## src/rtl/adc_sampler.sv

```systemverilog
// Serial-ADC front end: periodic SPI-style conversion frame, 10-bit sample extract, queue push with overrun flag.
// Optional ADC_SAMPLER_AVG_EN: push the truncated mean of four consecutive frames instead of every frame.
module adc_sampler #(
    parameter int SAMPLE_DIV = 1000,
    parameter int LEAD_BITS  = 3,
    parameter int FRAME_BITS = 16
) (
    input  logic       clk_i,
    input  logic       rst_i,
    input  logic       en_i,
    input  logic [9:0] pre_i,
    input  logic       clr_ovr_i,
    input  logic       adc_miso_i,
    output logic       adc_sclk_o,
    output logic       adc_cs_n_o,
    output logic [9:0] out_data_o,
    output logic       ld_o,
    input  logic       full_i,
    output logic       overrun_o
);

    localparam int            EW       = $clog2(2 * FRAME_BITS);
    localparam logic [EW-1:0] LAST_HALF = EW'(2 * FRAME_BITS - 1);
    localparam logic [EW-1:0] BIT_LO    = EW'(LEAD_BITS);
    localparam logic [EW-1:0] BIT_HI    = EW'(LEAD_BITS + 10);
    localparam logic [15:0]   DIV_M1    = 16'(SAMPLE_DIV - 1);

    typedef enum logic [1:0] {IDLE, WAIT, CONV, PUSH} state_t;

    state_t        state_q, state_d;
    logic [15:0]   icnt_q, icnt_d;
    logic          pend_q, pend_d;
    logic [9:0]    pre_q, pre_d;
    logic [9:0]    hcnt_q, hcnt_d;
    logic [EW-1:0] ecnt_q, ecnt_d;
    logic          sclk_q, sclk_d;
    logic [9:0]    shreg_q, shreg_d;
    logic          ld_q, ld_d;
    logic [9:0]    data_q, data_d;
    logic          ovr_q, ovr_d;
    logic          start, ovr_set, expired;
    logic [EW-1:0] kidx;
    logic [9:0]    push_val;
`ifdef ADC_SAMPLER_AVG_EN
    logic [11:0]   acc_q, acc_d;
    logic [1:0]    fcnt_q, fcnt_d;
    logic [11:0]   sum;
`endif

    assign kidx    = {1'b0, ecnt_q[EW-1:1]};
    // Expiry is remembered so a frame overrunning the interval still starts the next one promptly.
    assign expired = pend_q || (icnt_q == DIV_M1);

`ifdef ADC_SAMPLER_AVG_EN
    assign sum      = acc_q + {2'b00, shreg_q};
    assign push_val = sum[11:2];
`else
    assign push_val = shreg_q;
`endif

    always_comb begin
        state_d = state_q;
        icnt_d  = icnt_q + 16'd1;
        pend_d  = pend_q || (icnt_q == DIV_M1);
        pre_d   = pre_q;
        hcnt_d  = hcnt_q;
        ecnt_d  = ecnt_q;
        sclk_d  = sclk_q;
        shreg_d = shreg_q;
        ld_d    = 1'b0;
        data_d  = data_q;
        start   = 1'b0;
        ovr_set = 1'b0;
`ifdef ADC_SAMPLER_AVG_EN
        acc_d   = acc_q;
        fcnt_d  = fcnt_q;
`endif
        case (state_q)
            IDLE: begin
                icnt_d = 16'd0;
                pend_d = 1'b0;
`ifdef ADC_SAMPLER_AVG_EN
                acc_d  = 12'd0;
                fcnt_d = 2'd0;
`endif
                start  = en_i;
            end
            WAIT: begin
                if (!en_i)
                    state_d = IDLE;
                else
                    start = expired;
            end
            CONV: begin
                if (!en_i) begin
                    state_d = IDLE;
                    sclk_d  = 1'b0;
`ifdef ADC_SAMPLER_AVG_EN
                    acc_d   = 12'd0;
                    fcnt_d  = 2'd0;
`endif
                end else if (hcnt_q == pre_q) begin
                    hcnt_d = 10'd0;
                    sclk_d = ~sclk_q;
                    ecnt_d = ecnt_q + 1'b1;
                    if (!sclk_q && kidx >= BIT_LO && kidx < BIT_HI)
                        shreg_d = {shreg_q[8:0], adc_miso_i};
                    if (ecnt_q == LAST_HALF) begin
`ifdef ADC_SAMPLER_AVG_EN
                        if (fcnt_q == 2'd3) begin
                            state_d = PUSH;
                        end else begin
                            state_d = WAIT;
                            acc_d   = sum;
                            fcnt_d  = fcnt_q + 2'd1;
                        end
`else
                        state_d = PUSH;
`endif
                    end
                end else begin
                    hcnt_d = hcnt_q + 10'd1;
                end
            end
            PUSH: begin
                if (full_i) begin
                    ovr_set = 1'b1;
                end else begin
                    ld_d   = 1'b1;
                    data_d = push_val;
                end
`ifdef ADC_SAMPLER_AVG_EN
                acc_d  = 12'd0;
                fcnt_d = 2'd0;
`endif
                if (!en_i)
                    state_d = IDLE;
                else if (expired)
                    start = 1'b1;
                else
                    state_d = WAIT;
            end
            default: state_d = IDLE;
        endcase

        if (start) begin
            state_d = CONV;
            icnt_d  = 16'd0;
            pend_d  = 1'b0;
            pre_d   = pre_i;
            hcnt_d  = 10'd0;
            ecnt_d  = '0;
            sclk_d  = 1'b0;
            shreg_d = 10'd0;
        end

        // A drop in the same cycle as a clear must stay visible.
        if (ovr_set)
            ovr_d = 1'b1;
        else if (clr_ovr_i)
            ovr_d = 1'b0;
        else
            ovr_d = ovr_q;
    end

    always_ff @(posedge clk_i or posedge rst_i) begin
        if (rst_i) begin
            state_q <= IDLE;
            icnt_q  <= 16'd0;
            pend_q  <= 1'b0;
            pre_q   <= 10'd0;
            hcnt_q  <= 10'd0;
            ecnt_q  <= '0;
            sclk_q  <= 1'b0;
            shreg_q <= 10'd0;
            ld_q    <= 1'b0;
            data_q  <= 10'd0;
            ovr_q   <= 1'b0;
`ifdef ADC_SAMPLER_AVG_EN
            acc_q   <= 12'd0;
            fcnt_q  <= 2'd0;
`endif
        end else begin
            state_q <= state_d;
            icnt_q  <= icnt_d;
            pend_q  <= pend_d;
            pre_q   <= pre_d;
            hcnt_q  <= hcnt_d;
            ecnt_q  <= ecnt_d;
            sclk_q  <= sclk_d;
            shreg_q <= shreg_d;
            ld_q    <= ld_d;
            data_q  <= data_d;
            ovr_q   <= ovr_d;
`ifdef ADC_SAMPLER_AVG_EN
            acc_q   <= acc_d;
            fcnt_q  <= fcnt_d;
`endif
        end
    end

    assign adc_cs_n_o = (state_q != CONV);
    assign adc_sclk_o = sclk_q;
    assign ld_o       = ld_q;
    assign out_data_o = data_q;
    assign overrun_o  = ovr_q;

endmodule

```

## config.mk

```make
export PLATFORM = sky130hd
export DESIGN_NAME = adc_sampler
export DESIGN_NICKNAME = d
export VERILOG_FILES = /design/src/rtl/adc_sampler.sv
export SDC_FILE = /design/constraint.sdc
export NUM_CORES = 1
export LEC_CHECK = 0
export BUFFER_PORTS_ARGS = -buffer_cell sky130_fd_sc_hd__buf_2
export CAP_MARGIN = 20
export CORE_ASPECT_RATIO = 1.25
export CORE_MARGIN = 4
export CORE_UTILIZATION = 41
export DETAILED_ROUTE_END_ITERATION = 10
export MAX_ROUTING_LAYER = met4
export SKIP_LAST_GASP = 1
export SLEW_MARGIN = 10
export SYNTH_ARGS = -nofsm -noshare
export SYNTH_HDL_FRONTEND = slang
export SYNTH_SLANG_ARGS = --single-unit
```

## constraint.sdc

```tcl
create_clock -name clk_i -period 2.95 [get_ports clk_i]
set_input_delay 0.59 -clock clk_i [delete_from_list [all_inputs] [get_ports clk_i]]
set_output_delay 0.59 -clock clk_i [all_outputs]
set_load 0.02 [all_outputs]
```

* Word-level counts from Yosys, hierarchy flattened
Index checks and enable logic that the tools add are counted.
** Operators by class
- Add/sub/neg operators :: 3
- Multipliers :: 0
- Divide/modulo/power cells :: 0
- $lt $le $gt $ge :: 2
- Eq/ne operators :: 12
- Shift-type cells :: 0
- Multiplexer cells :: 39
- Bitwise logic cells :: 2
- Reduce and logical (&&, ||, !) cells :: 17
** Operators with widths (number)
- $mux W10 :: 9
- $mux W16 :: 2
- $mux W5 :: 4
- $add A16 B1 Y16 const B :: 1
- $eq A16 B10 Y1 const B :: 1
- $mux W1 :: 15
- $mux W2 :: 7
- $ne A4 B4 Y1 const B :: 3
- $add A10 B1 Y10 const B :: 1
- $eq A10 B10 Y1 :: 1
- $reduce_bool A2 Y1 :: 5
- $pmux W2 S3 :: 1
- $reduce_and A2 Y1 :: 3
- $add A5 B1 Y5 const B :: 1
- $eq A5 B5 Y1 const B :: 1
- $reduce_and A5 Y1 :: 1
- $eq A2 B2 Y1 const B :: 2
- $ge A4 B2 Y1 const B :: 1
- $lt A4 B4 Y1 const B :: 1
- $reduce_and A4 Y1 :: 1
- $reduce_bool A4 Y1 :: 1
- $ne A3 B1 Y1 const B :: 1
- $ne A3 B3 Y1 const B :: 1
- $pmux W1 S3 :: 1
- other kinds (8) :: 10
** Storage, ports and cells
- Flip-flop bits (word level) :: 67
- Bits in latches :: 0
- Memory bits (writable) :: 0
- Memory bits (read-only) :: 0
- Output and inout bits :: 14
- Word-level logic and storage cells :: 86
- Memories kept :: 0

* Logic depth before layout (Yosys ltp)
- Word-level depth :: 8
- Depth in mapped cells :: 8
- Depth with buffers taken out :: 7

* Worst setup path after synthesis
Ideal clock, no wire load.
- Path type :: register to register
- From :: register icnt_q[4]
- To :: register pre_q[0]
- Data arrival time :: 2.145 ns
- Data required time :: 2.825 ns
- Slack :: 0.679 ns
- Stages on the path, launching flop included :: 6
- Cells stage by stage :: dfrtp_1 or4b_4 o41ai_4 nand3_4 buf_6 mux2_4
** Between the ends
- Longest elaborated chain between the ends :: 5
** RTL lines
- start, declared :: RTL line 31 : logic [15:0] icnt_q, icnt_d;
- start signal, assigned :: RTL line 185 : icnt_q <= icnt_d;
- $eq A16 B10 Y1 (*) :: RTL line 52 : assign expired = pend_q || (icnt_q == DIV_M1);
- $logic_or A1 B1 Y1 (*) :: RTL line 52
- $mux W1 :: RTL line 138 : else if (expired)
- $mux W1 :: RTL line 136 : if (!en_i)
- $pmux W1 S3 (*) :: RTL line 78 : case (state_q)
- end signal, assigned :: RTL line 187 : pre_q <= pre_d;
- end, declared :: RTL line 33 : logic [9:0] pre_q, pre_d;
Mark *: on every way between the ends. The rest lies on a longest branch, timed or not.
A chain may end at the register's enable or synchronous reset.

* Worst setup path in the final report
Same ends and word-level chain as after synthesis.

==> summary.txt <==
Worst-Margin Slew: 0.6602 ns
CP max stage cell: o41ai_4
Dominant cell type by area after synthesis: dfrtp_1
Longest Clk Path Bufs: 2
First-pass GRT wire length: 10840 microns
Pint: 0.001342 W
Worst endpoint required time: 3.17 ns
Largest family of logic cells by synthesized area: simple AND/OR/NAND/NOR gates
Final min period: 2.606 ns
Max Fclk: 383.8 MHz
RSZ-0062 raised after global routing: no
Synth Area in XOR/XNOR: 8.197%
FP Rows: 35
Pre-CTS setup slack: 0.3139 ns
Status: completed
Clock latency on the worst-skew pair: 0.34 ns
Worst Slack Setup Final: 0.3443 ns
Max-capacitance violation count: 0
Adder-cell area share of the yosys netlist: 1.561%
Synth area leaders: dfrtp_1 52%, nand2_1 6.1%, xnor2_1 5.2%
Clock transition at path regs: 0.07 ns
Io pins: 30
# fillers: 694
Clock network power share: 35.6%
Hold_buf cts: 0
Layout cell share with drive strength beyond 1: 19.47%
DR vias: 2206
Vias in the first global route: 2227
Initial antenna violation count: 0
Avg Inst Size Synth: 10.61 sq um
Critical path class: reg2reg
Post-Synth Simple-Gate Area: 21.00%
Crit path largest cell delay: 0.66 ns
Global-route congestion overflow total: 0
Lkg Pwr: 1.748 nW
Asr flop ratio synth: 100.0%
Synthesized net count: 322
Initial Utilization: 42.81%
# clock sinks: 67
Seq pwr share: 55.0%
Top cells by count, synth: 67 x dfrtp_1, 52 x nand2_1, 25 x nor2_1
Area Growth Syn to Fin: 12.53%
Met2 Use GR: 23.18%
Sw Pwr: 0.0004912 W
Endpoints failing hold: 0
Overall routing resource usage: 15.33%
M3 GR Usage: 3.536%
DRT Pass-1 Iters: 4
Post-synth top flop: dfrtp_1
Hold crit path type: in2async
Fin crit share: 88.33%
Max-Slew Margin vs Limit: 55.92%
Post-DR vias/cell: 5.118
Post-Syn Area: 3206 sq um
Largest net degree at the start of global routing: 39
Total setup buffers inserted after CTS: 0
Register bit total from synthesis: 67
CP Data Arrival Time: 2.83 ns
Die height: 106.9 microns
CTS H-tree depth: 3
Top Usage Layer GRT: met2
Number of flops mapped to enable cells by yosys: 0
# resized after CTS: 0
Mux cell area share after synthesis: 8.275%
Drt wl/cell: 14.16 microns
Worst Skew: 0.005351 ns
Pwr/cell area: 508.1 nW/um^2
First DRT Iteration DRCs: 64
VDD IR max: 0.2645 mV
CTS tree: built
Inserted Clock Buffers: 9
DRC viols: 0
Max-slew violation count: 0
Ys Warns: 0
Die X: 87.09 microns
Cell Chain, Critical Path: or4b_4 -> o41ai_4 -> nand3_4 -> mux2_4
Synth unique cells: 43
Setup crit end kind: register
Startpoint types: register
Root buf cell: clkbuf_8
N_diodes: 0
Final WL: 6101 microns
Die area: 9306 sq um
GP Congestion: 0.7992
Switching portion of total power: 26.80%
Post-detail-place hpwl: 4286 microns
Post-synth top area share: 52.30%
Combinational cell fraction of total power: 9.4%
Met1 Track Usage GR: 19.74%
Synth Area in Compound Gates: 5.621%
Post-layout nets: 354
Register area share after synthesis: 52.30%
Post-Syn Instances: 302
Setup TNS: 0 ns
Final setup viols: 0
Number of port buffers: 29
Core area: 7488 sq um
Remaining antenna violation count: 0
Count leader, synth: dfrtp_1
Crit Path Max Fanout: 24
-- final timing paths --
path | start | to | slack [ns] | cells past startpoint
max | icnt_q[4]$_DFF_PP0_ | pre_q[0]$_DFFE_PP0P_ | 0.34 | 4
min | rst_i | icnt_q[9]$_DFF_PP0_ | 0.34 | 2
max reg2reg | icnt_q[4]$_DFF_PP0_ | pre_q[0]$_DFFE_PP0P_ | 0.34 | 4
min reg2reg | push_val[7]$_DFFE_PP0P_ | out_data_o[7]$_DFFE_PP0P_ | 0.47 | 2
max in group asynchronous | rst_i | hcnt_q[1]$_DFFE_PP0P_ | 1.98 | 3
min in group clk_i | clr_ovr_i | overrun_o$_DFFE_PP0P_ | 0.42 | 2
-- per-layer routing --
layer / wire, microns / share of wire (%)
met1: 2830 / 46
met2: 2930 / 48
met3: 223 / 3.7
met4: 116 / 1.9
met5: 0 / 0
-- power by group through the flow --
stage,logic (W),registers [W],clock network [W]
floorplan,0.000143,0.00101,0
global placement,0.000172,0.00102,0
detailed placement,0.000176,0.00103,0
CTS,0.000177,0.00101,0.000682
global route,0.000198,0.00102,0.000721
finish,0.000173,0.00101,0.000652
-- per-stage QoR --
stage               hold WS, ns  power, W  cells  instance area (sq um)  utilization [%]
floorplan                0.4370  0.001151    302                   3206                -
global placement         0.4560  0.001196    415                   3438            45.91
detailed placement       0.4532  0.001202    415                   3438            45.91
CTS                      0.3487  0.001867    431                   3607            48.17
global route             0.3745  0.001935    431                   3607            48.17
finish                   0.3367  0.001833    431                   3607            48.17
-- critical path: cells and delay by family (launching register included) --
family          cells  cell delay (ns)
simple gates        2             1.00
compound gates      1             0.66
flops               1             0.42
mux                 1             0.41
-- kinds of logic after synthesis --
group,after synthesis
muxes,23
and+or+nand+nor,136
buffers and inverters,20
DFF,67
adders and majority gates,4
xor gates and xnor gates,30
AOI/OAI and AO/OA,22
-- cells in the final DEF (no fill, tap or decap), types with 2 or more instances in the layout --
cell type / count
ha_1: 4
xnor2_1: 19
clkinvlp_4: 4
o21ai_0: 8
or3_1: 2
mux2i_1: 13
mux2_4: 6
clkinv_1: 2
or4_1: 2
and4_1: 3
a21oi_1: 3
nand4_1: 9
and3_1: 6
dfrtp_1: 67
nand3_1: 15
nor2_1: 25
buf_2: 29
inv_1: 6
clkinv_2: 3
xor2_1: 11
nor4_1: 3
clkbuf_8: 9
nor2b_1: 3
o31ai_1: 2
nand2_1: 52
a21o_1: 2
mux2_2: 4
nor3_1: 8
-- flip-flops by register name (all words and copies together) (netlist names) --
signal and flops:
push_val 10, state_q 2, pend_q 1, icnt_q 16
overrun_o 1, hcnt_q 10, ecnt_q 5, adc_sclk_o 1
ld_o 1, pre_q 10, out_data_o 10
-- area by class of cell --
type                            instances  area [sq um]  area share (%)
Sequential cell                        67          1677           46.48
Multi-Input combinational cell        215          1431           39.68
Timing Repair Buffer                   31         172.7           4.787
Clock buffer                            9         123.9           3.434
Tap cell                               92         115.1           3.191
Clock inverter                          7         45.04           1.249
Inverter                               10         42.54           1.179
No activity file was read; power rests on OpenSTA's default activity.
